--- src/rtl/regfile_pkg.sv ---
// Shared definitions for the register file and its write-port arbiter.
package regfile_pkg;

  localparam int DEFAULT_N_BITS    = 32;
  localparam int DEFAULT_N_REGS    = 32;
  localparam int DEFAULT_ADDR_BITS = 5;

  // Register 0 is hardwired to zero and can never be written.
  localparam int REG_ZERO = 0;

  typedef enum logic {
    INIT,
    RUN
  } state_e;

endpackage

--- src/rtl/regfile_onehot_decoder.sv ---
// Address-to-one-hot write enable decoder. Bit 0 is always low so $zero
// stays zero, and out-of-range addresses decode to no enable at all.
module regfile_onehot_decoder
  import regfile_pkg::*;
#(
  parameter int N_REGS    = DEFAULT_N_REGS,
  parameter int ADDR_BITS = DEFAULT_ADDR_BITS
) (
  input  logic [ADDR_BITS-1:0] addr_i,
  input  logic                 en_i,
  output logic [N_REGS-1:0]    onehot_o
);

  // Compare the address against every writable register index.
  always_comb begin
    onehot_o = '0;
    for (int i = REG_ZERO + 1; i < N_REGS; i++) begin
      if (en_i && (addr_i == ADDR_BITS'(i))) begin
        onehot_o[i] = 1'b1;
      end
    end
  end

endmodule

--- src/rtl/regfile_write_arbiter.sv ---
// Write-port owner for the register file: zero-initialises registers after
// reset, then round-robins between pipeline writeback (requester 0) and the
// long-latency unit (requester 1), presenting one registered write per cycle.
module regfile_write_arbiter
  import regfile_pkg::*;
#(
  parameter int N_BITS    = DEFAULT_N_BITS,
  parameter int N_REGS    = DEFAULT_N_REGS,
  parameter int ADDR_BITS = DEFAULT_ADDR_BITS
) (
  input  logic                 clk,
  input  logic                 reset,
  input  logic                 req0_valid_i,
  input  logic [ADDR_BITS-1:0] req0_addr_i,
  input  logic [N_BITS-1:0]    req0_data_i,
  output logic                 req0_ready_o,
  input  logic                 req1_valid_i,
  input  logic [ADDR_BITS-1:0] req1_addr_i,
  input  logic [N_BITS-1:0]    req1_data_i,
  output logic                 req1_ready_o,
  output logic [N_REGS-1:0]    wr_enable_o,
  output logic [ADDR_BITS-1:0] wr_addr_o,
  output logic [N_BITS-1:0]    wr_data_o,
  output logic                 init_busy_o
);

  localparam logic [ADDR_BITS-1:0] FIRST_REG = ADDR_BITS'(REG_ZERO + 1);
  localparam logic [ADDR_BITS-1:0] LAST_REG  = ADDR_BITS'(N_REGS - 1);

  state_e               state_q, state_d;
  logic [ADDR_BITS-1:0] cnt_q, cnt_d;
  logic                 rr_last_q, rr_last_d;
  logic [N_REGS-1:0]    wr_enable_q, wr_enable_d;
  logic [ADDR_BITS-1:0] wr_addr_q, wr_addr_d;
  logic [N_BITS-1:0]    wr_data_q, wr_data_d;

  logic                 in_run;
  logic                 grant0;
  logic                 grant1;
  logic [ADDR_BITS-1:0] dec_addr;
  logic                 dec_en;

  // Round-robin grant: rr_last_q==1 means requester 1 went last, so requester 0 wins a tie.
  always_comb begin
    in_run = (state_q == RUN);
    grant0 = in_run && req0_valid_i && (!req1_valid_i || rr_last_q);
    grant1 = in_run && req1_valid_i && (!req0_valid_i || !rr_last_q);
  end

  // Next-state logic: sweep counter during INIT, granted request during RUN.
  always_comb begin
    state_d   = state_q;
    cnt_d     = cnt_q;
    rr_last_d = rr_last_q;
    wr_addr_d = wr_addr_q;
    wr_data_d = wr_data_q;
    dec_addr  = wr_addr_q;
    dec_en    = 1'b0;
    case (state_q)
      INIT: begin
        dec_addr  = cnt_q;
        dec_en    = 1'b1;
        wr_addr_d = cnt_q;
        wr_data_d = '0;
        cnt_d     = cnt_q + ADDR_BITS'(1);
        if (cnt_q == LAST_REG) begin
          state_d = RUN;
        end
      end
      RUN: begin
        if (grant0) begin
          dec_addr  = req0_addr_i;
          dec_en    = 1'b1;
          wr_addr_d = req0_addr_i;
          wr_data_d = req0_data_i;
          rr_last_d = 1'b0;
        end else if (grant1) begin
          dec_addr  = req1_addr_i;
          dec_en    = 1'b1;
          wr_addr_d = req1_addr_i;
          wr_data_d = req1_data_i;
          rr_last_d = 1'b1;
        end
      end
      default: begin
        state_d = INIT;
      end
    endcase
  end

  regfile_onehot_decoder #(
    .N_REGS    (N_REGS),
    .ADDR_BITS (ADDR_BITS)
  ) u_decoder (
    .addr_i   (dec_addr),
    .en_i     (dec_en),
    .onehot_o (wr_enable_d)
  );

  // State and registered write outputs; low reset restarts the sweep at register 1.
  always_ff @(posedge clk) begin
    if (!reset) begin
      state_q     <= INIT;
      cnt_q       <= FIRST_REG;
      rr_last_q   <= 1'b1;
      wr_enable_q <= '0;
      wr_addr_q   <= '0;
      wr_data_q   <= '0;
    end else begin
      state_q     <= state_d;
      cnt_q       <= cnt_d;
      rr_last_q   <= rr_last_d;
      wr_enable_q <= wr_enable_d;
      wr_addr_q   <= wr_addr_d;
      wr_data_q   <= wr_data_d;
    end
  end

  assign req0_ready_o = grant0;
  assign req1_ready_o = grant1;
  assign wr_enable_o  = wr_enable_q;
  assign wr_addr_o    = wr_addr_q;
  assign wr_data_o    = wr_data_q;
  assign init_busy_o  = (state_q == INIT);

endmodule

--- config.mk ---
export PLATFORM = sky130hd
export DESIGN_NAME = regfile_write_arbiter
export DESIGN_NICKNAME = d
export VERILOG_FILES = /design/src/rtl/regfile_pkg.sv /design/src/rtl/regfile_onehot_decoder.sv /design/src/rtl/regfile_write_arbiter.sv
export SDC_FILE = /design/constraint.sdc
export NUM_CORES = 1
export LEC_CHECK = 0
export CORE_MARGIN = 2
export CORE_UTILIZATION = 43
export CTS_CLUSTER_SIZE = 8
export DETAILED_ROUTE_END_ITERATION = 12
export HOLD_SLACK_MARGIN = 0.05
export PLACE_DENSITY = 0.85
export SLEW_MARGIN = 10
export SYNTH_ARGS = -nofsm -noshare
export SYNTH_HDL_FRONTEND = slang
export SYNTH_SLANG_ARGS = --single-unit
--- constraint.sdc ---
create_clock -name clk -period 3.15 [get_ports clk]
set_clock_uncertainty 0.05 [all_clocks]
set_input_delay 0.63 -clock clk [delete_from_list [all_inputs] [get_ports clk]]
set_output_delay 0.63 -clock clk [all_outputs]
set_load 0.05 [all_outputs]
* After elaboration in Yosys (flattened, before gate mapping) *
Index checks and enable logic that the tools add are counted.

operators by class
  reductions and logical operators = 42
  bitwise gates (word level) = 1
  add/subtract/negate cells = 1
  muxes and demuxes = 44
  shifts and indexed selects = 0
  magnitude comparators = 0
  multipliers = 0
  div/mod/pow operators = 0
  equal/unequal tests = 33

operator list
  operator             count
  $eq 5x5->1 const B   17
  $mux 32              2
  $pmux 32 s2          1
  $eq 5x4->1 const B   8
  $mux 1               37
  $logic_and 1x1->1    35
  $eq 5x3->1 const B   4
  $eq 5x2->1 const B   2
  $mux 5               2
  $pmux 5 s2           1
  $add 5x1->5 const B  1
  $eq 5x1->1 const B   1
  $logic_not 1->1      3
  $ne 3x3->1 const B   1
  $logic_or 1x1->1     2
  $pmux 1 s2           1
  $reduce_and 2->1     1
  $reduce_bool 2->1    1
  $not 1->1            1

word-level totals
  output and inout bits = 72
  flip-flop bits (word level) = 76
  word-level logic and storage cells = 128
  bits in writable memories = 0
  memory bits (read-only) = 0
  bits in latches = 0
  memories kept = 0

* Logic depth before layout (Yosys ltp) *
  depth after elaboration = 9
  depth in mapped cells = 7
  mapped depth without buffers = 5

* Cells and area by module *
A second synthesis with hierarchy kept.

second synthesis, totals
  cell total of the unflattened synthesis = 311
  area, all modules = 3,093.0 um^2

by module, submodules not included
  module                  cells each  area an instance (um^2)  seq. area each (um^2)  times used
  regfile_write_arbiter   263         2,849.0                  1,521.5                1
  regfile_onehot_decoder  48          244.0                    0.0                    1

* Least setup slack after synthesis *
OpenSTA, ideal clock, no wires.

  path kind = input port to output port
  start = input port req0_valid_i
  end = output port req0_ready_o
  stages on the path = 4
  path buffers = 2
  arrival time = 1,458 ps
  path slack = 1,012 ps
  cell sequence = buf_2 > nand2_1 > nor2_2 > buf_2

between the ends
  word-level cells in the longest chain between the ends = 2

ends and longest elaborated chain
  element                          RTL line                     source
  start, declared                  regfile_write_arbiter.sv:13  input logic req0_valid_i,
  $logic_and 1x1->1 (2 in series)  regfile_write_arbiter.sv:46  grant0 = in_run && req0_valid_i && (!req1_valid_i || rr_last_q);
  end, declared                    regfile_write_arbiter.sv:16  output logic req0_ready_o,

No other way between the ends.

* Final worst setup path *
  start = input port req1_valid_i
  end = output port req0_ready_o

between the ends
  word-level cells in the longest chain between the ends = 3

ends and longest elaborated chain
  element            RTL line                     source
  start, declared    regfile_write_arbiter.sv:17  input logic req1_valid_i,
  $logic_not 1->1    regfile_write_arbiter.sv:46
  $logic_or 1x1->1   regfile_write_arbiter.sv:46
  $logic_and 1x1->1  regfile_write_arbiter.sv:46

No other way between the ends.

==> flow_metrics.env <==
export IMPL_fillers=504
export IMPL_synth_edf_count=0
export IMPL_antenna_left=0
export IMPL_r2r_setup_slack_ns=1.07
export IMPL_grt_max_degree=40
export IMPL_cts_tree="done"
export IMPL_holdPathEnd="cnt_q[3]"
export IMPL_wl_per_cell_um=16.1
export IMPL_r2r_start="in_run"
export IMPL_synthesis_nets=405
export IMPL_grt_overflow=0
export IMPL_multi_input_comb_area_mm2=0.00139
export IMPL_final_util_pct=71.5
export IMPL_min_path_cells=2
export IMPL_grt_pass1_vias=3063
export IMPL_status="completed"
export IMPL_io_pins=150
export IMPL_min_from="cnt_q[3]"
export IMPL_hpwlAfterDp_um=6440
export IMPL_reg2reg_to="wr_enable_o[7]"
export IMPL_path_cells="clkdlybuf4s50_1, and2b_4, nor2_2, buf_12"
export IMPL_die_w_um=87.4
export IMPL_insertion_delay_ns=0.34
export IMPL_seq_area_mm2=0.00150
export IMPL_tns_ns=0
export IMPL_ys_ff_latch=75
export IMPL_path_class="input port to output pin"
export IMPL_fin_crit_sh_pct=87.9
export IMPL_cp_arrival_ns=2.09
export IMPL_vias=3079
export IMPL_seq_area_frac_synth_pct=50.2
export IMPL_place_area_mm2=0.00456
export IMPL_antenna_cells=0
export IMPL_viasPerCell=5.56
export IMPL_setup_violations=0
export IMPL_slew_viol_final=0
export IMPL_clockBufferDepth=2
export IMPL_synth_warnings=0
export IMPL_clock_sinks=75
export IMPL_critPathMaxStageDelay_ns=0.61
export IMPL_hold_violations=0
export IMPL_clock_fmax_ghz=0.361
export IMPL_critPathCaptureType="output pin"
export IMPL_num_nets_final=549
export IMPL_synthArstFlopShare_pct=0
export IMPL_irDropWorstVdd_uv=242
export IMPL_crit_family="buffers and inverters"
export IMPL_routed_wl_um=8900
export IMPL_layout_setup_ws_ns=0.380
export IMPL_placedCellCount=538
export IMPL_htreeDepth=3
export IMPL_portBuffers=148
export IMPL_post_cts_buffers=0
export IMPL_die_area_mm2=0.00764
export IMPL_grt_pass1_wl_um=14100
export IMPL_slowest_stage="clkdlybuf4s50_1"
export IMPL_rr_worst_depth=6
export IMPL_netlist_instances=325
export IMPL_synth_main_ff_cell="dfxtp_1"
export IMPL_synth_most_common_cell="dfxtp_1"
export IMPL_start_util_pct=44.3
export IMPL_die_h_um=87.4
export IMPL_synth_top_area_share_pct=50.2
export IMPL_rows=30
export IMPL_syn_area_mm2=0.00299
export IMPL_core_mm2=0.00676
export IMPL_holdBufCountCts=0
export IMPL_ys_top_cells_by_count="dfxtp_1, nor2_1, a22o_1"
export IMPL_grt_usage_pct=23.7
export IMPL_fin_area_mm2=0.00483
export IMPL_area_growth_pct=61.6
export IMPL_p_leak_nw=1.76
export IMPL_start_kind="input port"
export IMPL_cts_buffers_inserted=9
export IMPL_required_ns=2.47
export IMPL_place_gp_congestion=0.877
export IMPL_relSlewSlack_pct=63.4
export IMPL_antenna_found_initial=0
export IMPL_cts_root_buffer="clkbuf_8"
export IMPL_finalNonFillerCells=554
export IMPL_critPathBufInv=2
export IMPL_rsz0062_at_grt="false"
export IMPL_design_power_total_mw=2.20
export IMPL_min_path_type="register to register"
export IMPL_drc=0
export IMPL_synth_area_leader_cell="dfxtp_1"
export IMPL_fin_crit_ns=2.77
export IMPL_path_max_fanout=12
export IMPL_drt_iter0_markers=171
export IMPL_drv_cap=0
export IMPL_syn_area_per_cell_um2=9.20
export IMPL_drive_gt1_share_pct=7.81
export IMPL_timing_hold_ws_ns=0.508
export IMPL_post_place_ws_ns=0.406
export IMPL_cts_resized=0
export IMPL_path_clk_slew_ns=0.08
export IMPL_drt_pass1_iter_count=5
export IMPL_cellPowerDensity_mw_per_mm2=455
export IMPL_tightest_slew_ns=0.548
export IMPL_synth_cell_types=44
export IMPL_netlist_top_cells_area="dfxtp_1, a22o_1, nor2_1"
==> cell type report <==
type,count,share of cell area (%)
flip-flops and latches,75,31.1
repair buffers,156,32.3
well taps,80,2.07
inverters,2,0.155
clock buffers,12,3.21
clock inverters,4,2.49
multi-input cells,225,28.7
==> flip-flops by register name, indices dropped and copies added, names as in the netlist <==
| signal | cells |
|---|---|
| wr_data_o | 32 |
| cnt_q | 5 |
| rr_last_q | 1 |
| in_run | 1 |
| wr_enable_o | 31 |
| wr_addr_o | 5 |
==> worst max path at each step <==
stage,start,end,slack (ns),cells past startpoint
after global routing,req1_valid_i,req0_ready_o,0.31,4
after floorplan,req0_valid_i,req0_ready_o,1.01,4
after detailed placement,req1_valid_i,req0_ready_o,0.41,4
after global placement,req1_valid_i,req0_ready_o,0.40,4
after CTS,req1_valid_i,req0_ready_o,0.40,4
final,req1_valid_i,req0_ready_o,0.38,4
==> power by group <==
| group | switching, mW | total, mW | internal [mW] | leakage, nW |
|---|---|---|---|---|
| clock | 0.336 | 0.987 | 0.650 | 0.137 |
| combinational | 0.115 | 0.244 | 0.129 | 1.01 |
| sequential | 0.0113 | 0.971 | 0.960 | 0.606 |
| total | 0.462 | 2.20 | 1.74 | 1.76 |
==> logic make-up (layout without fill, tap and decap cells) <==
family / count (synthesis) / after routing / synth area share (%)
and+or+nand+nor: 124 / 124 / 19.5
adders and majority gates: 2 / 2 / 0.836
DFF: 75 / 75 / 50.2
AOI/OAI and AO/OA: 94 / 94 / 24.5
xor gates and xnor gates: 2 / 2 / 0.586
buffers and inverters: 25 / 174 / 3.55
muxes: 2 / 2 / 0.669
other: 1 / 1 / 0.125
==> metal layers <==
layer  vias to the layer above  global-route usage [%]  routed length [um]
met2                       148                    41.0                4320
met3                        25                    7.96                 786
li1                       1466                       -                   -
met4                         0                    12.3                 287
met5                         -                       0                   0
met1                      1440                    25.5                3500
==> cells in the final DEF, fill, tap and decap left out, drive strengths merged, types with 2 or more instances in the layout <==
cell,netlist,final
dfxtp,75,75
a31oi,2,2
o221ai,2,2
o21ai,7,7
a22oi,32,32
buf,11,10
bufinv,0,4
nand4,2,2
clkdlybuf4s50,0,146
o22ai,3,3
nand4b,2,2
a22o,33,33
nor4,2,2
inv,2,2
a21oi,6,6
nand2,13,13
o21a,2,2
nor2,67,67
nor2b,5,5
and3,3,3
nand3,2,2
nor3,17,17
nand2b,6,6
clkbuf,12,12
mux2i,2,2
and2,3,3
ha,2,2
==> worst min-delay path, cell delays in order, from the launching register on <==
cell and delay (ns):
dfxtp_1 0.37, xor2_1 0.08, nor2_1 0.08
No activity file was read; power rests on OpenSTA's default activity.
